`src/rtl/dspl_scan_blink.sv`:
```
`default_nettype none
// ============================================================================
// Module   : dspl_scan_blink
// Brief    : Multiplexed hex display scanner with double buffering, blinking
//            and leading-zero suppression.
// Revision : 1.0
// ============================================================================
module dspl_scan_blink #(
    parameter int NDIG       = 8,
    parameter int SCAN_DIV   = 100000,
    parameter int BLINK_HALF = 500
) (
    input  logic              clk,
    input  logic              rst,
    input  logic [4*NDIG-1:0] digits,
    input  logic [NDIG-1:0]   dp_en,
    input  logic [NDIG-1:0]   blank,
    input  logic [NDIG-1:0]   blink_mask,
    input  logic              blink_en,
    input  logic              lz_supp,
    input  logic              load,
    output logic [NDIG-1:0]   an,
    output logic [7:0]        dec_ddp,
    output logic              blink_phase
);

    localparam int PS_W  = (SCAN_DIV > 1) ? $clog2(SCAN_DIV) : 1;
    localparam int IDX_W = (NDIG > 1) ? $clog2(NDIG) : 1;
    localparam int BL_W  = (BLINK_HALF > 1) ? $clog2(BLINK_HALF) : 1;

    localparam logic [PS_W-1:0]  C_PS_LAST  = PS_W'(SCAN_DIV - 1);
    localparam logic [IDX_W-1:0] C_IDX_LAST = IDX_W'(NDIG - 1);
    localparam logic [BL_W-1:0]  C_BL_LAST  = BL_W'(BLINK_HALF - 1);
    localparam logic [NDIG-1:0]  C_AN_ONE   = NDIG'(1);

    logic [PS_W-1:0]   r_presc;
    logic [IDX_W-1:0]  r_idx;
    logic [BL_W-1:0]   r_bl_cnt;
    logic              r_phase;
    logic [4*NDIG-1:0] r_pend_digits;
    logic [NDIG-1:0]   r_pend_dp;
    logic [NDIG-1:0]   r_pend_blank;
    logic [4*NDIG-1:0] r_act_digits;
    logic [NDIG-1:0]   r_act_dp;
    logic [NDIG-1:0]   r_act_blank;
    logic [NDIG-1:0]   r_an;
    logic [7:0]        r_dec_ddp;

    logic              w_tick;
    logic              w_frame_end;
    logic              w_zero_run;
    logic [NDIG-1:0]   w_supp;
    logic [NDIG-1:0]   w_dark;
    logic [3:0]        w_cur_digit;
    logic              w_cur_dp;
    logic              w_cur_dark;

    assign w_tick      = (r_presc == C_PS_LAST);
    assign w_frame_end = w_tick && (r_idx == C_IDX_LAST);

    function automatic logic [6:0] hex_to_seg(input logic [3:0] v);
        case (v)
            4'h0:    hex_to_seg = 7'b0000001;
            4'h1:    hex_to_seg = 7'b1001111;
            4'h2:    hex_to_seg = 7'b0010010;
            4'h3:    hex_to_seg = 7'b0000110;
            4'h4:    hex_to_seg = 7'b1001100;
            4'h5:    hex_to_seg = 7'b0100100;
            4'h6:    hex_to_seg = 7'b0100000;
            4'h7:    hex_to_seg = 7'b0001111;
            4'h8:    hex_to_seg = 7'b0000000;
            4'h9:    hex_to_seg = 7'b0000100;
            4'hA:    hex_to_seg = 7'b0001000;
            4'hB:    hex_to_seg = 7'b1100000;
            4'hC:    hex_to_seg = 7'b0110001;
            4'hD:    hex_to_seg = 7'b1000010;
            4'hE:    hex_to_seg = 7'b0110000;
            default: hex_to_seg = 7'b0111000;
        endcase
    endfunction

    always_ff @(posedge clk) begin
        if (!rst) begin
            r_presc <= '0;
            r_idx   <= '0;
        end else if (w_tick) begin
            r_presc <= '0;
            r_idx   <= (r_idx == C_IDX_LAST) ? '0 : r_idx + 1'b1;
        end else begin
            r_presc <= r_presc + 1'b1;
        end
    end

    // Active takes the pre-edge pending value, so a load on the boundary
    // cycle lands in pending only and shows up a frame later.
    always_ff @(posedge clk) begin
        if (!rst) begin
            r_pend_digits <= '0;
            r_pend_dp     <= '0;
            r_pend_blank  <= '0;
            r_act_digits  <= '0;
            r_act_dp      <= '0;
            r_act_blank   <= '0;
        end else begin
            if (load) begin
                r_pend_digits <= digits;
                r_pend_dp     <= dp_en;
                r_pend_blank  <= blank;
            end
            if (w_frame_end) begin
                r_act_digits <= r_pend_digits;
                r_act_dp     <= r_pend_dp;
                r_act_blank  <= r_pend_blank;
            end
        end
    end

    always_ff @(posedge clk) begin
        if (!rst || !blink_en) begin
            r_bl_cnt <= '0;
            r_phase  <= 1'b1;
        end else if (w_tick) begin
            if (r_bl_cnt == C_BL_LAST) begin
                r_bl_cnt <= '0;
                r_phase  <= ~r_phase;
            end else begin
                r_bl_cnt <= r_bl_cnt + 1'b1;
            end
        end
    end

    // Zero run is tracked from the most significant digit downwards.
    always_comb begin
        w_zero_run = lz_supp;
        w_supp     = '0;
        for (int i = NDIG - 1; i >= 1; i--) begin
            w_zero_run = w_zero_run & (r_act_digits[4*i +: 4] == 4'h0);
            w_supp[i]  = w_zero_run;
        end
    end

    generate
        for (genvar g = 0; g < NDIG; g++) begin : g_dark
            assign w_dark[g] = r_act_blank[g]
                             | (blink_en & blink_mask[g] & ~r_phase)
                             | w_supp[g];
        end
    endgenerate

    always_comb begin
        w_cur_digit = 4'h0;
        w_cur_dp    = 1'b0;
        w_cur_dark  = 1'b1;
        for (int i = 0; i < NDIG; i++) begin
            if (r_idx == IDX_W'(i)) begin
                w_cur_digit = r_act_digits[4*i +: 4];
                w_cur_dp    = r_act_dp[i];
                w_cur_dark  = w_dark[i];
            end
        end
    end

    always_ff @(posedge clk) begin
        if (!rst) begin
            r_an      <= '1;
            r_dec_ddp <= 8'hFF;
        end else if (w_cur_dark) begin
            r_an      <= '1;
            r_dec_ddp <= 8'hFF;
        end else begin
            r_an      <= ~(C_AN_ONE << r_idx);
            r_dec_ddp <= {hex_to_seg(w_cur_digit), ~w_cur_dp};
        end
    end

    assign an          = r_an;
    assign dec_ddp     = r_dec_ddp;
    assign blink_phase = r_phase;

endmodule
`default_nettype wire

```
`config.mk`:
```
export PLATFORM = sky130hd
export DESIGN_NAME = dspl_scan_blink
export DESIGN_NICKNAME = d
export VERILOG_FILES = /design/src/rtl/dspl_scan_blink.sv
export SDC_FILE = /design/constraint.sdc
export NUM_CORES = 1
export LEC_CHECK = 0
export BUFFER_PORTS_ARGS = -buffer_cell sky130_fd_sc_hd__clkbuf_2
export CORE_ASPECT_RATIO = 0.75
export CORE_MARGIN = 4
export CORE_UTILIZATION = 46
export CTS_CLUSTER_SIZE = 14
export DETAILED_ROUTE_END_ITERATION = 10
export PLACE_DENSITY_LB_ADDON = 0.25
export SLEW_MARGIN = 20
export SYNTH_ARGS = -nofsm -noshare
export SYNTH_HDL_FRONTEND = slang
export SYNTH_SLANG_ARGS = --single-unit
```
`constraint.sdc`:
```
create_clock -name clk -period 7 [get_ports clk]
set_clock_uncertainty 0.05 [all_clocks]
set_input_delay 0.7 -clock clk [delete_from_list [all_inputs] [get_ports clk]]
set_output_delay 0.7 -clock clk [all_outputs]
set_load 0.02 [all_outputs]
```
---- After elaboration in Yosys (flattened, before gate mapping) ----
Memory sizes are Yosys's and may differ from the RTL's. A register that Yosys moved wholly into a read port is not among the register bits.
Index checks and enable logic that the tools add are counted.
storage, ports and cells
  bits in registers ....................... 142
  ROM bits ................................ 112
  bits of input ports ..................... 61
  output and inout port bits .............. 17
  logic and storage cells ................. 109
  memories kept ........................... 1
memories
  name              depth  bits a word  read ports  clocked after memory_dff  write ports  line  text
  (name not given)  16     7            1           1                         0            62    case (v)
cells by class
  add/sub/neg operators ................... 3
  eq/ne operators ......................... 9
  shift-type cells ........................ 1
  muxes and demuxes ....................... 26
  bitwise gates (word level) .............. 42
  reduce and logical (&&, ||, !) cells .... 15
operator list
  kind                                                                count
  4-bit 2-to-1 mux                                                    8
  4-bit zero test                                                     7
  1-bit AND                                                           23
  17-bit by 1-bit adder with 17-bit output (second input constant)    1
  17-bit == test (second input constant)                              1
  1-bit 2-to-1 mux                                                    16
  1-bit OR                                                            15
  3-bit == test (second input constant)                               4
  9-bit by 1-bit adder with 9-bit output (second input constant)      1
  9-bit == test (second input constant)                               1
  9-bit 2-to-1 mux                                                    1
  8-bit NOT                                                           1
  1-bit by 3-bit left shift with 8-bit output (first input constant)  1
  3-bit by 2-bit == test with 1-bit output (second input constant)    2
  2-bit OR reduction                                                  2
  3-bit by 1-bit adder with 3-bit output (second input constant)      1
  3-bit by 1-bit == test with 1-bit output (second input constant)    1
  3-bit zero test                                                     1
  3-bit 2-to-1 mux                                                    1
  1-bit NOT                                                           3
  1-bit zero test                                                     2
  2-bit AND reduction                                                 1
  1-bit logical AND                                                   1
  1-bit logical OR                                                    1

---- Logic depth before layout (Yosys ltp) ----
Gate-level depths: netlist of run 1.
  depth in word-level cells ............... 17
  gate-level depth with buffers ........... 14

---- Worst setup path after synthesis of run 1 ----
No wires, ideal clock.
  path kind ............................... reg2reg
  start ................................... register r_idx[2]
  end ..................................... register r_dec_ddp[1], in the netlist dec_ddp[1]
  arrival ................................. 2.525 ns
  data required time ...................... 6.818 ns
  setup slack ............................. 4.293 ns
  cell stages (with the launch flop) ...... 15
  path buffers ............................ 2
  clock period less this slack ............ 2.707 ns
  cell sequence ........................... dfxtp_1 -> buf_2 -> clkinv_1 -> ha_1 -> clkbuf_1 -> nor3b_1 -> o31ai_1 -> o2bb2ai_1 -> a21oi_1 -> inv_1 -> ha_1 -> inv_1 -> a21o_1 -> o21a_1 -> o211ai_1
between the ends
  word-level cells in the longest chain between the ends .. 10
RTL lines
  what                                 line  text
  start: declaration                   37    logic [IDX_W-1:0] r_idx;
  start signal: assignment             88    r_idx <= (r_idx == C_IDX_LAST) ? '0 : r_idx + 1'b1;
  3-bit zero test                      155   if (r_idx == IDX_W'(i)) begin
  1-bit 2-to-1 mux (8 in a row)        155
  2-bit OR reduction (no source line)  --
  end: declaration                     47    logic [7:0] r_dec_ddp;
Several ways; a longest one is shown, not always the timed one.
A chain may end at the register's enable or synchronous reset.

---- Worst setup path after layout of run 1 ----
  start ................................... register r_idx[2]
  end ..................................... register r_dec_ddp[4], in the netlist dec_ddp[4]
The elaborated chain is that of the path after synthesis.

==> summary.md, run 1 <==
| Metric | Value |
|---|---|
| Register area | 0.002843 mm² |
| Gr usage total | 0.1874 |
| Vias/cell | 5.291 |
| H-Tree Depth | 4 |
| Die W | 143.7 µm |
| Count of cell types in the netlist | 54 |
| Final Cycle Share | 0.5897 |
| Via Count | 5005 |
| Clock-pin slew on the worst setup and hold paths | 0.06 ns |
| Setup TNS | 0 ns |
| Post-CTS setup buffers | 0 |
| Synth Area in Compound Gates | 0.1385 |
| Synth Area in XOR/XNOR | 0.03173 |
| Area Growth Syn to Fin | 17.15% |
| Share of layout cells above drive strength 1 | 0.1561 |
| Avg WL per Cell | 15.23 µm |
| First-pass GRT wire length | 23.66 mm |
| Final ANT Viol Nets | 0 |
| Die Y-Extent | 109.7 µm |
| CTS max path bufs | 2 |
| GR Overflow Total | 0 |
| RSZ-0062 raised after global routing | false |
| Vias in the first global route | 4906 |
| Worst EP arrival | 4.32 ns |
| TritonRoute pass-1 iters | 5 |
| Synth Register Bits | 142 |
| Synth warn | 0 |
| Worst Hold Class | reg -> reg |
| Final Hold Viols | 0 |
| Synth Area in Adders | 0.02562 |
| Initial antenna violation count | 0 |
| Clock sink count | 142 |
| Final setup fails | 0 |
| Outcome | completed |
| Post-Synthesis Cell Area | 0.006349 mm² |
| Leakage power | 2.911 nW |
| GP Congestion | 0.9700 |
| Post-DP HPWL | 10.00 mm |
| Final slew viol count | 0 |
| Diodes inserted | 0 |
| Syn Inst Count | 708 |
| Max-Cap Viols | 0 |
| Largest family of logic cells by synthesized area | simple AND/OR/NAND/NOR gates |
| EDFF count, synth | 0 |
| Rows | 36 |
| Post-Synth Simple-Gate Area | 0.2312 |
| Hold_buf cts | 0 |
| WL final | 14.41 mm |
| Num CTS Buffers | 17 |
| CTS resizes | 0 |
| FMAX | 242.3 MHz |
| Mux contribution to synthesized area | 0.08218 |
| Largest net degree at the start of global routing | 106 |
| FILL cells | 1199 |
| Layout Utilization | 0.5616 |
| Syn Area/Cell | 8.967 µm² |
| DR iter-0 viols | 355 |
| Ys async rst share | 0 |
| CTS tree | done |
| VDD IR-drop max | 0.1609 mV |
| DR DRC count | 0 |
| Final min period | 4.128 ns |
| # IOs | 78 |
| Port bufs | 77 |
| Net Count, Synth | 782 |
| Core footprint | 0.01324 mm² |
| Initial Util | 0.4794 |
| Nets | 837 |
| Worst rel slew slack | 0.3766 |
| Clk root buf | clkbuf_16 |
| Multi-input gate area | 0.003233 mm² |
| Req. time, crit path | 7.19 ns |
| Power per cell area | 258.5 mW/mm² |
| Setup crit end kind | flop |
| Critical Path Source Type | flop |
| Die ar. | 0.01576 mm² |
| Crit-path max FO | 28 |
| Seq/Total Area, Yosys | 0.4478 |
| Clk Latency, worst-skew pair | 0.41 ns |
| Post-synth top flop | dfxtp_1 |
| Worst Tran Pin Value | 0.9338 ns |
| Setup CP Type | reg -> reg |
## cells in the mapped netlist, types with 3 or more instances
master    count  share of area
or3_1         4         0.0039
nor2b_1      54          0.053
dfxtp_1     142           0.45
ha_1         13          0.026
mux2i_1      51          0.080
buf_1         5         0.0030
a21oi_1      13          0.010
nand3_1      29          0.023
nand3b_1      9          0.011
a21o_1        7         0.0083
nand2b_1      3         0.0030
nor2_1       31          0.018
buf_6         3         0.0053
nor3_1        5         0.0039
a21boi_0     30          0.035
clkbuf_1     28          0.017
xnor2_1      12          0.017
nor4_1        4         0.0039
a211oi_1      3         0.0035
nor3b_1       3         0.0035
o211a_1       3         0.0047
or4_1         4         0.0047
buf_2         8         0.0063
a21boi_1     20          0.024
nand2_1     125          0.074
and2_1        4         0.0039
xor2_1       11          0.015
inv_1        17          0.010
a31oi_1       6         0.0059
o211ai_1     10          0.012
and3_1        8         0.0079
o21ai_0      10         0.0079
## critical path: stages, from the launching register on
cell and delay [ns]:
dfxtp_1 0.93, clkinv_1 0.49, ha_1 0.51, nor2_1 0.27
o211ai_1 0.16, o2bb2ai_1 0.17, a21oi_1 0.48, inv_1 0.14
ha_1 0.24, inv_1 0.07, a21o_1 0.15, o211a_1 0.18
o21ai_0 0.10
## per-layer routing
metal	global-route usage	wire, µm
met1	0.2477	6934
met5	0	0
met2	0.3015	6468
met3	0.04783	858
met4	0.06048	146
## per-stage QoR
stage | area (µm²) | power (mW) | std cells | hold slack [ns] | setup WS (ns)
after floorplan | 6349 | 0.9092 | 708 | 0.3799 | 4.293
after global placement | 6773 | 0.9372 | 915 | 0.3952 | 3.432
after detailed placement | 6773 | 0.9404 | 915 | 0.4007 | 3.118
after CTS | 7437 | 1.940 | 946 | 0.4150 | 3.049
after global routing | 7437 | 1.986 | 946 | 0.4332 | 2.612
final | 7437 | 1.923 | 946 | 0.4102 | 2.872
## cell type report
class / count / share of cell area
Multi-Input combinational cell: 503 / 0.4347
Sequential cell: 142 / 0.3822
Clock buffer: 21 / 0.06460
Timing Repair Buffer: 81 / 0.05585
Tap cell: 171 / 0.02877
Clock inverter: 10 / 0.02473
Inverter: 18 / 0.009085
## placed cells by master (no fill, tap or decap), drive strengths merged, types with 12 or more instances in the layout
cell / instances
a21oi: 13
nand2: 125
clkbuf: 98
dfxtp: 142
xnor2: 12
mux2i: 51
nor2: 31
inv: 17
a21boi: 50
ha: 13
nor2b: 54
nand3: 29
## path summary, 6_finish.rpt
kind	startpoint	end	slack [ns]	cells after the start
max	r_idx[2]	dec_ddp[4]	2.87	12
min	r_pend_digits[23]	r_act_digits[23]	0.41	2
max reg2reg	r_idx[2]	dec_ddp[4]	2.87	12
min reg2reg	r_pend_digits[23]	r_act_digits[23]	0.41	2
## flip-flops by register name, summed over array words and instances (netlist names)
signal,cells
r_act_digits,32
r_pend_digits,32
r_presc,17
r_bl_cnt,9
an,8
dec_ddp,8
r_act_blank,8
r_act_dp,8
r_pend_blank,8
r_pend_dp,8
r_idx,3
blink_phase,1
## power by group
part           leakage, nW  switching (mW)  internal [mW]  total, mW
combinational         1.43          0.0402         0.0428     0.0830
clock                0.321           0.333          0.668       1.00
sequential            1.16          0.0106          0.829      0.839
## cells by family after synthesis
| logic type | Yosys count |
|---|---|
| and+or+nand+nor | 293 |
| DFF | 142 |
| muxes | 52 |
| adders and majority gates | 13 |
| AOI/OAI and AO/OA | 122 |
| buffers and inverters | 63 |
| xor gates and xnor gates | 23 |
Power figures use the tool's default switching activity.
==> run 2: changes to the inputs <==
ABC_AREA = 1   (was unset)
clock period = 3.5 ns   (was 7 ns; I/O delays follow)
==> run 2 against run 1 <==
Cell count is 8.1% higher. Critical path type unchanged. Clock-buffer cell count shrank 3. Flip-flop and latch count unchanged. Worst setup slack worse by 1.9 ns. Largest power group unchanged. First-iteration DRC count is 7.0% higher. Synthesized cell count grew 10%. Cell area shrank 4.2%. Fmax increased by 65%.
==> summary.md, run 2 <==
| Metric | Value |
|---|---|
| Initial antenna violation count | 0 |
| Setup CP Type | reg -> reg |
| # IOs | 78 |
| Area Growth Syn to Fin | 18.76% |
| DR iter-0 viols | 380 |
| First-pass GRT wire length | 23.94 mm |
| Most frequent CP cell | nand2_1 |
| FILL cells | 1185 |
| Max-Cap Viols | 0 |
| Final Hold Viols | 0 |
| Rows | 35 |
| Count of cell types in the netlist | 38 |
| Syn Area/Cell | 7.669 µm² |
| Placement-stage cell area | 0.006470 mm² |
| VDD IR-drop max | 0.3983 mV |
| Largest area contributor in the netlist | dfxtp_1 |
| Hold Crit Start | digits[26] |
| Final setup fails | 0 |
| Worst Hold Class | in -> reg |
| Final Cycle Share | 0.7134 |
| FMAX | 400.5 MHz |
| Gr usage total | 0.1961 |
| GR Overflow Total | 0 |
| Critical Path Max Stage Delay | 0.55 ns |
| Largest family of logic cells by synthesized area | compound AO/OA/AOI/OAI gates |
| Nets | 919 |
| Mux contribution to synthesized area | 0 |
| Vias in the first global route | 5144 |
| Most numerous cell in the Yosys netlist | dfxtp_1 |
| H-Tree Depth | 4 |
| RSZ-0062 raised after global routing | false |
| Regs by FF count | r_act_digits: 32 flops, r_pend_digits: 32 flops, r_presc: 17 flops |
| Die ar. | 0.01495 mm² |
| Final min period | 2.497 ns |
| Synth Area in XOR/XNOR | 0.007302 |
| Port bufs | 77 |
| Syn Inst Count | 782 |
| Leakage power | 3.040 nW |
| Area fraction of the dominant cell type after synthesis | 0.4740 |
| CTS resizes | 0 |
| Reg2reg start | r_idx[2] |
| GP Congestion | 0.8694 |
| Critical Path Source Type | flop |
| Final ANT Viol Nets | 0 |
| Clk Latency, worst-skew pair | 0.42 ns |
| Final Instance Area | 0.007122 mm² |
| Power per cell area | 534.5 mW/mm² |
| Synth Area in Adders | 0.02712 |
| Seq/Total Area, Yosys | 0.4740 |
| Synth Area in Compound Gates | 0.2270 |
| Synth top cells by count | dfxtp_1 (142), a21oi_1 (128), o21ai_0 (112) |
| Synth warn | 0 |
| Post-DP HPWL | 10.20 mm |
| Worst EP arrival | 2.74 ns |
| Crit-path cells | inv_2 > ha_1 > inv_1 > o211ai_1 > nand3_1 > nand3_1 > nand3_1 > nand2_1 > nand2_1 > inv_1 > ha_1 > inv_1 > o21ai_0 > nand2_1 > nand2_1 |
| Synth Register Bits | 142 |
| Die W | 139.8 µm |
| Largest net degree at the start of global routing | 75 |
| Post-Synthesis Cell Area | 0.005997 mm² |
| Post-synth top flop | dfxtp_1 |
| Register area | 0.002843 mm² |
| Clk root buf | clkbuf_16 |
| EDFF count, synth | 0 |
| Worst Setup SP | r_idx[2] |
| Hold_buf cts | 0 |
| Post-Synth Simple-Gate Area | 0.1684 |
| Diodes inserted | 0 |
| DR DRC count | 0 |
| Ys async rst share | 0 |
| WL final | 14.51 mm |
| Non-Filler Instances | 1023 |
| Via Count | 5316 |
| Num CTS Buffers | 17 |
| Crit-path max FO | 10 |
| Clock-pin slew on the worst setup and hold paths | 0.06 ns |
| Pre-CTS setup slack | 1.027 ns |
| Multi-input gate area | 0.002582 mm² |
| CP max stage cell | dfxtp_1 |
| Die Y-Extent | 106.9 µm |
| Net Count, Synth | 856 |
| Final setup margin | 1.003 ns |
| Clock sink count | 142 |
| CTS max path bufs | 2 |
| Avg WL per Cell | 14.19 µm |
| Worst Tran Pin Value | 0.8790 ns |
| Vias/cell | 5.196 |
| Share of layout cells above drive strength 1 | 0.1634 |
| Setup TNS | 0 ns |
| Placed cell count | 992 |
| Area contributors post-synth | dfxtp_1 (47%), a21oi_1 (11%), o21ai_0 (9.3%) |
| Worst rel slew slack | 0.4140 |
| Most frequent cells in the layout | dfxtp_1 (142), a21oi_1 (128), o21ai_0 (112) |
| Most common cell after layout, fill and taps aside | dfxtp_1 |
| Layout Utilization | 0.5686 |
| Initial Util | 0.4788 |
| Outcome | completed |
| Setup crit end kind | flop |
| Req. time, crit path | 3.75 ns |
| Core footprint | 0.01252 mm² |
| TritonRoute pass-1 iters | 5 |
| Post-CTS setup buffers | 0 |
| CTS tree | done |
| Final slew viol count | 0 |
[run 2: logic make-up after synthesis]
| family | Yosys count |
|---|---|
| AOI/OAI and AO/OA | 262 |
| xor gates and xnor gates | 5 |
| adders and majority gates | 13 |
| buffers and inverters | 147 |
| DFF | 142 |
| and+or+nand+nor | 213 |
[run 2: where the power goes]
part | switching [mW] | internal (mW)
combinational | 0.102 | 0.0588
sequential | 0.0121 | 1.66
clock | 0.688 | 1.28
total | 0.802 | 3.00
[run 2: cell type report]
class,instances,share of cell area
multi-input cells,493,0.3626
clock inverters,13,0.02987
well taps,166,0.02916
flip-flops and latches,142,0.3992
inverters,111,0.05850
clock buffers,18,0.06167
repair buffers,80,0.05903
[run 2: path summary, 6_finish.rpt]
| check | end | slack, ns | cells after the start |
|---|---|---|---|
| worst max-delay path | dec_ddp[6] | 1.00 | 15 |
| worst min-delay path | r_pend_digits[26] | 0.16 | 3 |
| worst max register to register | dec_ddp[6] | 1.00 | 15 |
| worst min register to register | r_presc[0] | 0.40 | 1 |
[run 2: layer usage]
metal / GRT usage / vias up / wire [µm]
met2: 0.2914 / 168 / 6193
met3: 0.05038 / 15 / 931
met4: 0.05947 / 0 / 129
li1: - / 2719 / -
met5: 0 / - / 0
met1: 0.2804 / 2414 / 7259
[run 2: critical path, delay by kind of cell, from the launching register on]
kind	cells	cell delay [ns]
flip-flops	1	0.55
buffers and inverters	4	0.39
AND/OR/NAND/NOR	7	0.57
adder cells (fa/ha/maj)	2	0.59
AO/OA/AOI/OAI	2	0.20
[run 2: metrics by stage]
step | hold WS [ns] | total power, mW
after global routing | 0.1720 | 3.941
after detailed placement | 0.3894 | 1.870
final | 0.1624 | 3.807
after global placement | 0.3779 | 1.863
after floorplan | 0.3676 | 1.806
after CTS | 0.1523 | 3.837
